`src/rtl/muldiv_pkg.sv`:
```
// Shared encodings for the EX-stage multiply/divide sequencer: funct3 op codes,
// FSM state encoding and the RV32M special-case result constants.
package muldiv_pkg;

    typedef enum logic [2:0] {
        OP_MUL    = 3'b000,
        OP_MULH   = 3'b001,
        OP_MULHSU = 3'b010,
        OP_MULHU  = 3'b011,
        OP_DIV    = 3'b100,
        OP_DIVU   = 3'b101,
        OP_REM    = 3'b110,
        OP_REMU   = 3'b111
    } op_e;

    typedef enum logic [1:0] {
        ST_IDLE = 2'd0,
        ST_MUL  = 2'd1,
        ST_DIV  = 2'd2,
        ST_DONE = 2'd3
    } state_e;

    localparam logic [31:0] DIV_ZERO_Q = 32'hFFFF_FFFF;
    localparam logic [31:0] INT_MIN    = 32'h8000_0000;

endpackage

```
`src/rtl/ex_div_iter.sv`:
```
// Restoring radix-2 divider datapath on operand magnitudes; one quotient bit per step.
// Exposes the post-step quotient/remainder so the controller can load them on the final edge.
import muldiv_pkg::*;

module ex_div_iter #(
    parameter int XLEN = 32
) (
    input  logic            clk,
    input  logic            rst,
    input  logic            load,
    input  logic            step,
    input  logic [XLEN-1:0] dividend,
    input  logic [XLEN-1:0] divisor,
    output logic [XLEN-1:0] quo_nxt,
    output logic [XLEN-1:0] rem_nxt
);

    logic [XLEN-1:0] quo_q;
    logic [XLEN-1:0] rem_q;
    logic [XLEN-1:0] dvs_q;
    logic [XLEN:0]   shifted;
    logic [XLEN:0]   diff;
    logic            fits;

    // The remainder stays below the divisor, so the shifted value needs only one extra bit
    // and a set MSB of the difference means the trial subtraction borrowed.
    always_comb begin
        shifted = {rem_q, quo_q[XLEN-1]};
        diff    = shifted - {1'b0, dvs_q};
        fits    = ~diff[XLEN];
        rem_nxt = fits ? diff[XLEN-1:0] : shifted[XLEN-1:0];
        quo_nxt = {quo_q[XLEN-2:0], fits};
    end

    always_ff @(posedge clk) begin
        if (rst) begin
            quo_q <= '0;
            rem_q <= '0;
            dvs_q <= '0;
        end else if (load) begin
            quo_q <= dividend;
            rem_q <= '0;
            dvs_q <= divisor;
        end else if (step) begin
            quo_q <= quo_nxt;
            rem_q <= rem_nxt;
        end
    end

endmodule

```
`src/rtl/ex_muldiv_ctrl.sv`:
```
// EX-stage sequencer for the shared iterative RV32M multiply/divide unit.
// Optional build macro MULDIV_FAST_MUL_EN: MUL family becomes a single-edge combinational product.
import muldiv_pkg::*;

module ex_muldiv_ctrl #(
    parameter int XLEN               = 32,
    parameter int MUL_BITS_PER_CYCLE = 2
) (
    input  logic            clk_I,
    input  logic            rst,
    input  logic            Req_valid,
    input  logic [2:0]      Op,
    input  logic [XLEN-1:0] Src_A,
    input  logic [XLEN-1:0] Src_B,
    input  logic            Hold,
    output logic            Busy,
    output logic            Res_valid,
    output logic [XLEN-1:0] Result
);

`ifdef MULDIV_FAST_MUL_EN
    localparam int N_MUL = 1;
`else
    localparam int MB    = MUL_BITS_PER_CYCLE;
    localparam int N_MUL = XLEN / MB;
`endif
    localparam int              CNT_W    = $clog2(XLEN + 1);
    localparam logic [CNT_W-1:0] CNT_MUL = CNT_W'(N_MUL);
    localparam logic [CNT_W-1:0] CNT_DIV = CNT_W'(XLEN);
    localparam logic [CNT_W-1:0] CNT_ONE = CNT_W'(1);
    localparam logic [XLEN-1:0]  MIN_NEG = XLEN'(INT_MIN) << (XLEN - 32);
    localparam logic [XLEN-1:0]  Q_ZERO  = {(XLEN/32){DIV_ZERO_Q}};

    state_e            state_q, state_d;
    logic [CNT_W-1:0]  cnt_q, cnt_d;
    logic [1:0]        op_q;
    logic              a_neg_q, b_neg_q;
    logic              a_neg_in, b_neg_in;
    logic [XLEN-1:0]   a_mag_in, b_mag_in;
    logic              b_zero, sgn_ovf, div_special;
    logic [XLEN-1:0]   special_res;
    logic              accept, div_load, div_step;
    logic [XLEN-1:0]   quo_nxt, rem_nxt, quo_fix, rem_fix;
    logic [2*XLEN-1:0] prod;
    logic              result_ld;
    logic [XLEN-1:0]   result_d;

    // Handshake: EX holds Req_valid until it sees Res_valid; Busy low means EX may advance on
    // the next edge, which happens only in DONE. Hold freezes everything, including DONE.
    assign Busy = Req_valid & (state_q != ST_DONE);

    always_comb begin
        a_neg_in = 1'b0;
        b_neg_in = 1'b0;
        if (Op[2]) begin
            a_neg_in = ~Op[0] & Src_A[XLEN-1];
            b_neg_in = ~Op[0] & Src_B[XLEN-1];
        end else begin
            a_neg_in = ((Op == OP_MULH) || (Op == OP_MULHSU)) & Src_A[XLEN-1];
            b_neg_in = (Op == OP_MULH) & Src_B[XLEN-1];
        end
    end

    assign a_mag_in    = a_neg_in ? -Src_A : Src_A;
    assign b_mag_in    = b_neg_in ? -Src_B : Src_B;
    assign b_zero      = (Src_B == '0);
    assign sgn_ovf     = ~Op[0] & (Src_A == MIN_NEG) & (Src_B == '1);
    assign div_special = b_zero | sgn_ovf;
    assign special_res = b_zero ? (Op[1] ? Src_A : Q_ZERO) : (Op[1] ? '0 : MIN_NEG);

    assign accept   = (state_q == ST_IDLE) & Req_valid & ~Hold;
    assign div_load = accept & Op[2] & ~div_special;
    assign div_step = (state_q == ST_DIV) & Req_valid & ~Hold;

    ex_div_iter #(.XLEN(XLEN)) u_div (
        .clk      (clk_I),
        .rst      (rst),
        .load     (div_load),
        .step     (div_step),
        .dividend (a_mag_in),
        .divisor  (b_mag_in),
        .quo_nxt  (quo_nxt),
        .rem_nxt  (rem_nxt)
    );

    assign quo_fix = (a_neg_q ^ b_neg_q) ? -quo_nxt : quo_nxt;
    assign rem_fix = a_neg_q ? -rem_nxt : rem_nxt;

`ifdef MULDIV_FAST_MUL_EN
    logic [XLEN-1:0] a_q, b_q;

    assign prod = {{XLEN{a_neg_q}}, a_q} * {{XLEN{b_neg_q}}, b_q};

    always_ff @(posedge clk_I) begin
        if (rst) begin
            a_q <= '0;
            b_q <= '0;
        end else if (accept && !Op[2]) begin
            a_q <= Src_A;
            b_q <= Src_B;
        end
    end
`else
    logic [XLEN-1:0]    mcand_q;
    logic [2*XLEN-1:0]  acc_q, acc_step;
    logic [XLEN+MB-1:0] mul_part, mul_sum;

    // Low half of the accumulator holds the unretired multiplier bits; partial sums enter the
    // high half and the whole accumulator shifts right by MB each step.
    always_comb begin
        mul_part = (XLEN+MB)'(mcand_q) * (XLEN+MB)'(acc_q[MB-1:0]);
        mul_sum  = {{MB{1'b0}}, acc_q[2*XLEN-1:XLEN]} + mul_part;
        acc_step = {mul_sum, acc_q[XLEN-1:MB]};
        prod     = (a_neg_q ^ b_neg_q) ? -acc_step : acc_step;
    end

    always_ff @(posedge clk_I) begin
        if (rst) begin
            acc_q   <= '0;
            mcand_q <= '0;
        end else if (!Hold) begin
            if (accept && !Op[2]) begin
                acc_q   <= {{XLEN{1'b0}}, a_mag_in};
                mcand_q <= b_mag_in;
            end else if (state_q == ST_MUL && Req_valid) begin
                acc_q <= acc_step;
            end
        end
    end
`endif

    always_comb begin
        state_d   = state_q;
        cnt_d     = cnt_q;
        result_ld = 1'b0;
        result_d  = '0;
        case (state_q)
            ST_IDLE: begin
                if (Req_valid) begin
                    if (!Op[2]) begin
                        state_d = ST_MUL;
                        cnt_d   = CNT_MUL;
                    end else if (div_special) begin
                        state_d   = ST_DONE;
                        result_ld = 1'b1;
                        result_d  = special_res;
                    end else begin
                        state_d = ST_DIV;
                        cnt_d   = CNT_DIV;
                    end
                end
            end
            ST_MUL: begin
                if (!Req_valid) begin
                    state_d = ST_IDLE;
                    cnt_d   = '0;
                end else begin
                    cnt_d = cnt_q - CNT_ONE;
                    if (cnt_q == CNT_ONE) begin
                        state_d   = ST_DONE;
                        result_ld = 1'b1;
                        result_d  = (op_q == 2'b00) ? prod[XLEN-1:0] : prod[2*XLEN-1:XLEN];
                    end
                end
            end
            ST_DIV: begin
                if (!Req_valid) begin
                    state_d = ST_IDLE;
                    cnt_d   = '0;
                end else begin
                    cnt_d = cnt_q - CNT_ONE;
                    if (cnt_q == CNT_ONE) begin
                        state_d   = ST_DONE;
                        result_ld = 1'b1;
                        result_d  = op_q[1] ? rem_fix : quo_fix;
                    end
                end
            end
            ST_DONE: state_d = ST_IDLE;
            default: state_d = ST_IDLE;
        endcase
    end

    always_ff @(posedge clk_I) begin
        if (rst) begin
            state_q   <= ST_IDLE;
            cnt_q     <= '0;
            op_q      <= '0;
            a_neg_q   <= 1'b0;
            b_neg_q   <= 1'b0;
            Res_valid <= 1'b0;
            Result    <= '0;
        end else if (!Hold) begin
            state_q   <= state_d;
            cnt_q     <= cnt_d;
            Res_valid <= (state_d == ST_DONE);
            if (result_ld) Result <= result_d;
            if (accept) begin
                op_q    <= Op[1:0];
                a_neg_q <= a_neg_in;
                b_neg_q <= b_neg_in;
            end
        end
    end

endmodule

```
`config.mk`:
```
export PLATFORM = sky130hd
export DESIGN_NAME = ex_muldiv_ctrl
export DESIGN_NICKNAME = d
export VERILOG_FILES = /design/src/rtl/muldiv_pkg.sv /design/src/rtl/ex_div_iter.sv /design/src/rtl/ex_muldiv_ctrl.sv
export SDC_FILE = /design/constraint.sdc
export NUM_CORES = 1
export LEC_CHECK = 0
export CAP_MARGIN = 20
export CORE_UTILIZATION = 35
export DETAILED_ROUTE_END_ITERATION = 6
export GPL_TIMING_DRIVEN = 0
export PLACE_DENSITY_LB_ADDON = 0.08
export SLEW_MARGIN = 10
export SYNTH_ARGS = -nofsm -noshare
export SYNTH_HDL_FRONTEND = slang
export SYNTH_SLANG_ARGS = --single-unit
```
`constraint.sdc`:
```
create_clock -name clk_I -period 5.2 [get_ports clk_I]
set_input_delay 1.04 -clock clk_I [delete_from_list [all_inputs] [get_ports clk_I]]
set_output_delay 1.04 -clock clk_I [all_outputs]
set_load 0.01 [all_outputs]
```
==> results.md, run 1 <==
* Run status: completed
* Initial antenna violation count at 3
* Min cycle time layout at 5.13 ns
* Worst Path Class, Setup: input pin to flip-flop
* Sequential-to-total area share from yosys stat at 0.232
* Die width at 244 um
* Vias in the first global route at 21,191
* Final worst-path cycle share at 0.987
* Longest Clk Path Bufs at 3
* Final hold slack at 0.455 ns
* Post-synth top area cell: dfxtp_1
* Clock Pin Slew Worst Setup and Hold Paths at 0.06 ns
* Crit path max-delay cell type: nor3_1
* CTS tree: built
* RSZ-0062 raised after global routing: yes
* Final setup fails at 0
* Hold Path Class: flip-flop to flip-flop
* Setup WS post-layout at 0.0698 ns
* Total die area at 0.0595 mm2
* Relative slew slack at 0.182
* Fmax at 195 MHz
* Initial Util at 0.354
* Buf+Inv Stages, Crit Path at 3
* Gp weighted congestion at 0.986
* Row cnt at 88
* Syn. warnings at 0
* Final Hold Fails at 0
* DP Worst Slack at -1.85 ns
* Post-Syn Area at 0.0205 mm2
* Layout net count at 3,171
* Synth Instances at 2,825
* Crit path DAT at 5.53 ns
* EDFF count, synth at 0
* Number of buffers added on ports at 101
* Crit-path leading delay family: compound AO/OA/AOI/OAI gates
* Core ar. at 0.0578 mm2
* Top FF cell, synth: dfxtp_1
* DRC viols at 0
* Fraction of registers with async set/reset at 0
* Clk root buf: clkbuf_16
* DR vias at 22,751
* P per Cell Area at 263 mW/mm2
* Grt ovf at 0
* P_leak at 8.98 nW
* Cts-stage hold buffer count at 0
* Top-Level Pins at 105
* Number of CTS-inserted buffers at 34
* Share of the synthesized area in the top cell type at 0.232
* CP Launch Type: input pin
* # diodes at 0
* Tot GR Track Use at 0.321
* Critical Path RT at 5.60 ns
* # Max-Cap Violations at 0
* Die Y at 244 um
* Design area at 0.0246 mm2
* Area Growth Syn to Fin at 20.1%
* Avg WL per Cell at 26.1 um
* Max Transition Viols Final at 0
* Layout cells sized above 1 at 0.0850
* DR pass1 iterations at 5
* Max stage delay on crit path at 0.54 ns
* Area contributors post-synth: dfxtp_1, nand2_1, nor2_1
* Crit-path cells: clkdlybuf4s50_1, inv_1, ha_1, nand3b_1, nor3_1, nand4_1, o21bai_2, nand2_1, a211oi_4, clkbuf_2, o2111ai_1, a41oi_1, a311oi_1
* Placed instance area at 0.0225 mm2
* Worst skew pair latency at 0.56 ns
* Final ANT Viol Nets at 0
* Clk_skew at 0.0258 ns
* Wirelength, routed at 98.7 mm
* #FFs+latches synth at 237
* Maximum VDD drop at 0.280 mV
* Crit Path Max Fanout at 10
* First-pass GRT wire length at 142 mm
* Avg Cell Area, Syn at 7.25 um2
* Net count after synthesis at 3,006
* Post-DP HPWL at 79.5 mm
* Largest net degree at the start of global routing at 12
* Worst-margin pin slew at 1.22 ns
* Total power at 6.46 mW
* Htree depth at 2
* Critical Path End Type: flip-flop
* Detailed-route vias per instance at 6.02
* CTS sink count at 237
* Cell variety after synth at 83
* Detailed Route Iter0 Violations at 1,991
[per-stage QoR]
stage               instances  TNS (ns)   util
finish                   3778         0  0.425
global route             3778    -0.118  0.425
CTS                      3761         0  0.419
detailed placement       3691    -90.37  0.388
global placement         3691    -81.04  0.388
floorplan                2825         0      -
[flip-flops by register name, summed over array words and instances (netlist names), 2 cells and up]
register	flops
state_q	2
cnt_q	6
mcand_q	32
u_div.rem_q	32
u_div.dvs_q	32
Result	32
u_div.quo_q	32
acc_q	64
op_q	2
[cell usage after synthesis (28+ instances only)]
master	n
or3_1	32
nor4_1	31
nand2_1	353
inv_1	146
nor3_1	68
nand3_1	35
and2_1	33
ha_1	77
o211ai_1	28
a211oi_1	144
a21o_1	29
and3_1	39
clkbuf_1	172
o21ai_0	145
xor2_1	82
nor2_1	331
fa_1	33
nand4_1	30
xnor2_1	123
a21oi_1	192
a311oi_1	65
mux2i_1	37
dfxtp_1	237
[tightest hold or removal path, stage by stage (launching register included)]
cell and delay, ns:
dfxtp_1 0.31, nand2_1 0.05, a21oi_1 0.05
[layout make-up]
type	instances	area, um2
Clock inverter	13	156
Buffer	175	737
Tap cell	765	957
Clock buffer	46	990
Timing Repair Buffer	137	1280
Fill cell	6070	33200
Inverter	148	563
Sequential cell	237	4770
Multi-Input combinational cell	2257	15100
[per-layer routing]
metal  vias to the layer above  track usage  share of wire
met1                     11105        0.436           0.44
met3                       178       0.0481          0.077
met2                       964        0.518           0.45
met5                         -            0        0.00013
met4                         2        0.103          0.033
li1                      10502            -              -
[where the power goes]
part,internal (mW),total (mW),switching [mW]
Sequential,1.88,1.97,0.0870
Combinational,0.708,2.03,1.32
Clock,1.48,2.45,0.969
Total,4.08,6.46,2.38
[cells in the final DEF (no fill, tap or decap), types with 16 or more instances in the layout]
cell             netlist  final
ha_1                  77     62
buf_4                  0     38
nand3_1               35     35
nand2_1              353    350
xor2_1                82     81
o211ai_1              28     28
a211oi_1             144    137
or3_1                 32     32
mux2i_1               37     36
a21o_1                29     29
a41oi_1               17     16
a311oi_1              65     63
clkbuf_1             172    158
o21ai_0              145    137
and2_1                33     33
nor3_1                68     64
nor2_1               331    331
xnor2_1              123    119
nor4_1                31     25
and3_1                39     39
a211o_1               18     18
clkbuf_16              0     39
inv_1                146    144
clkdlybuf4s50_1        0    101
o31ai_1               27     23
nand2b_1              27     27
nand4_1               30     30
o21a_1                17     17
a31oi_1               20     16
a21oi_1              192    176
fa_1                  33     31
dfxtp_1              237    224
[cells by family (layout without fill, tap and decap cells)]
logic type	Yosys count	after routing	synth area share
adder cells (fa/ha/maj)	110	110	0.0793
AO/OA/AOI/OAI	830	830	0.275
buffers and inverters	331	519	0.0610
XOR/XNOR	205	205	0.0877
flip-flops	237	237	0.232
AND/OR/NAND/NOR	1065	1065	0.241
multiplexers	47	47	0.0236
[worst paths after layout]
check / to / slack [ns] / cells after the start / start
setup / recovery: Result[29] / 0.07 / 13 / Src_A[0]
hold reg to reg: acc_q[61] / 0.45 / 2 / acc_q[61]
hold / removal: acc_q[61] / 0.45 / 2 / acc_q[61]
setup reg to reg: Result[11] / 0.12 / 16 / acc_q[0]
[repair_timing]
item	CTS	global route
setup buffers	14	22
pin swaps	15	24
hold endpoints to repair	0	0
setup endpoints to repair	43	38
resized for setup	112	81
(Power assumes the default switching activity.)
==> run 2, diff against run 1 <==
CORE_UTILIZATION = 39   (was 35)
==> run 2 against run 1 <==
Compared with the run above: non-clock buffer count down 3; combinational power about the same; via count up 0.59%; maximum frequency down 0.63%; register-to-register slack worse by 0.08 ns; die area down 10%; critical path depth up 10; core utilization up 4.7 points; clock-buffer cell count down 5; first-iteration DRC count up 22%; flip-flop and latch count unchanged.
==> results.md, run 2 (synthesis results as in run 1) <==
* Post-DP HPWL at 77.7 mm (-2.3%)
* DR vias at 22,886 (+0.59%)
* Final worst-path cycle share at 0.993 (+0.00627)
* Final setup fails at 0 (unchanged)
* Avg WL per Cell at 26.3 um (+0.64%)
* Worst skew pair latency at 0.60 ns (+0.04 ns)
* Core ar. at 0.0516 mm2 (-11%)
* Relative slew slack at 0.278 (+0.0964)
* Max Transition Viols Final at 0 (unchanged)
* Layout cells sized above 1 at 0.0802 (-0.00477)
* Critical Path End Type: flip-flop
* Detailed-route vias per instance at 6.21 (+3.1%)
* Fmax at 194 MHz (-0.63%)
* Seq. cell area at 0.00476 mm2 (-0.13%)
* P_sw at 2.35 mW (-1.2%)
* Htree depth at 1 (-1)
* Commonest non-fill, non-tap cell in the layout: nand2_1
* Largest net degree at the start of global routing at 15 (+3)
* CTS sink count at 237 (unchanged)
* Multi-input gate area at 0.0151 mm2 (-0.17%)
* Max reg flops at 64 (unchanged)
* Critical Path RT at 5.70 ns (+0.10 ns)
* Initial Util at 0.397 (+0.0425)
* Top-Level Pins at 105 (unchanged)
* P_leak at 8.95 nW (-0.32%)
* Layout net count at 3,165 (-0.19%)
* DR pass1 iterations at 6 (+1)
* Most frequent cells in the layout: nand2_1, nor2_1, dfxtp_1
* # Max-Cap Violations at 0 (unchanged)
* Area Growth Syn to Fin at 18.9%
* Final hold slack at 0.455 ns (-0.000288 ns)
* Die width at 231 um (-5.2%)
* CP Launch Type: flip-flop
* Worst-margin pin slew at 1.08 ns (-0.136 ns)
* Sequential Power Share at 0.310 (+0.005)
* Initial antenna violation count at 3 (unchanged)
* Final Hold Fails at 0 (unchanged)
* Vias in the first global route at 21,049 (-0.67%)
* P per Cell Area at 261 mW/mm2 (-0.66%)
* Clock Pin Slew Worst Setup and Hold Paths at 0.06 ns (about the same)
* Clk root buf: clkbuf_16
* Clk network pwr share at 0.370 (-0.010)
* Wirelength, routed at 96.9 mm (-1.8%)
* Placed instance area at 0.0224 mm2 (-0.44%)
* Die Y at 231 um (-5.2%)
* RSZ-0062 raised after global routing: yes
* Run status: completed
* Number of buffers added on ports at 101 (unchanged)
* CTS tree: built
* First-pass GRT wire length at 140 mm (-1.4%)
* Setup TNS at 0 ns (unchanged)
* Grt ovf at 0 (unchanged)
* Crit path DAT at 5.66 ns (+0.13 ns)
* Total die area at 0.0534 mm2 (-10%)
* Most flops, register: acc_q
* Tot GR Track Use at 0.351 (+0.0295)
* Comb pwr share at 0.320 (+0.005)
* Hold Path Class: flip-flop to flip-flop
* Number of CTS-inserted buffers at 31 (-8.8%)
* Internal power at 4.00 mW (-1.8%)
* Fill cell count at 5,243 (-14%)
* Final ANT Viol Nets at 0 (unchanged)
* Longest Clk Path Bufs at 3 (unchanged)
* Switching share of power at 0.370 (+0.00143)
* Row cnt at 83 (-5.7%)
* DRC viols at 0 (unchanged)
* Cts-stage hold buffer count at 0 (unchanged)
* Gp weighted congestion at 1.03 (+4.6%)
* Worst Path Class, Setup: flip-flop to flip-flop
* Detailed Route Iter0 Violations at 2,420 (+22%)
* Min cycle time layout at 5.16 ns (+0.0326 ns)
* Clk_skew at 0.0162 ns (-0.00967 ns)
* Design area at 0.0244 mm2 (-0.92%)
* Crit Path Max Fanout at 11 (+1)
* Maximum VDD drop at 0.262 mV (-6.4%)
-- run 2: final timing paths --
check	start	end	slack, ns	cells after the start
min reg2reg	acc_q[35]	acc_q[35]	0.45	2
min	acc_q[35]	acc_q[35]	0.45	2
max	u_div.quo_q[31]	Result[30]	0.04	23
max reg2reg	u_div.quo_q[31]	Result[30]	0.04	23
-- run 2: cell type report --
class / count / area share
flip-flops and latches: 237 / 0.195
repair buffers: 136 / 0.0530
diodes: 1 / 0.000103
multi-input cells: 2257 / 0.620
clock buffers: 41 / 0.0363
clock inverters: 13 / 0.00827
well taps: 680 / 0.0349
inverters: 148 / 0.0231
plain buffers: 173 / 0.0287
-- run 2: what timing repair did --
item	CTS	global route
pin swaps	18	26
resized for setup	111	65
endpoints found under the setup margin	44	87
setup buffers	16	18
-- run 2: power groups by stage --
stage	logic [mW]	clock network, mW	registers, mW
finish	2.03	2.35	1.97
global route	2.14	2.44	1.98
CTS	1.94	2.38	1.97
detailed placement	1.81	0	2.01
global placement	1.81	0	2.00
floorplan	1.16	0	1.97
-- run 2: critical path: stages (launching register included) --
cell	delay, ns
dfxtp_4	0.37
inv_4	0.04
ha_4	0.15
inv_2	0.05
fa_2	0.25
a211oi_4	0.09
o211ai_1	0.32
nand2_1	0.15
a211oi_4	0.32
buf_6	0.16
nor3_4	0.05
nor2_4	0.16
clkinv_4	0.15
clkbuf_16	0.21
a21oi_4	0.18
ha_4	0.16
nand2_2	0.05
or4b_4	0.52
or2_4	0.27
o311ai_4	0.36
or4b_4	0.52
nor3_4	0.14
a21oi_2	0.08
a311oi_1	0.31
-- run 2: stage by stage --
stage                util  std cells  worst slack (ns)  power [mW]
global placement    0.433       3606             -1.89        3.81
finish              0.472       3686            0.0372        6.35
floorplan               -       2825            0.0227        3.13
detailed placement  0.433       3607             -1.81        3.82
CTS                 0.466       3673            -0.133        6.28
global route        0.472       3685            -0.122        6.55
-- run 2: routing by layer --
layer | GRT usage | wire length (um) | part of all wire | vias up
met3 | 0.0493 | 7550 | 0.078 | 173
met4 | 0.0950 | 2930 | 0.030 | 2
li1 | - | - | - | 10488
met2 | 0.569 | 44400 | 0.46 | 1005
met5 | 0 | 8 | 0.000083 | -
met1 | 0.483 | 42100 | 0.43 | 11218
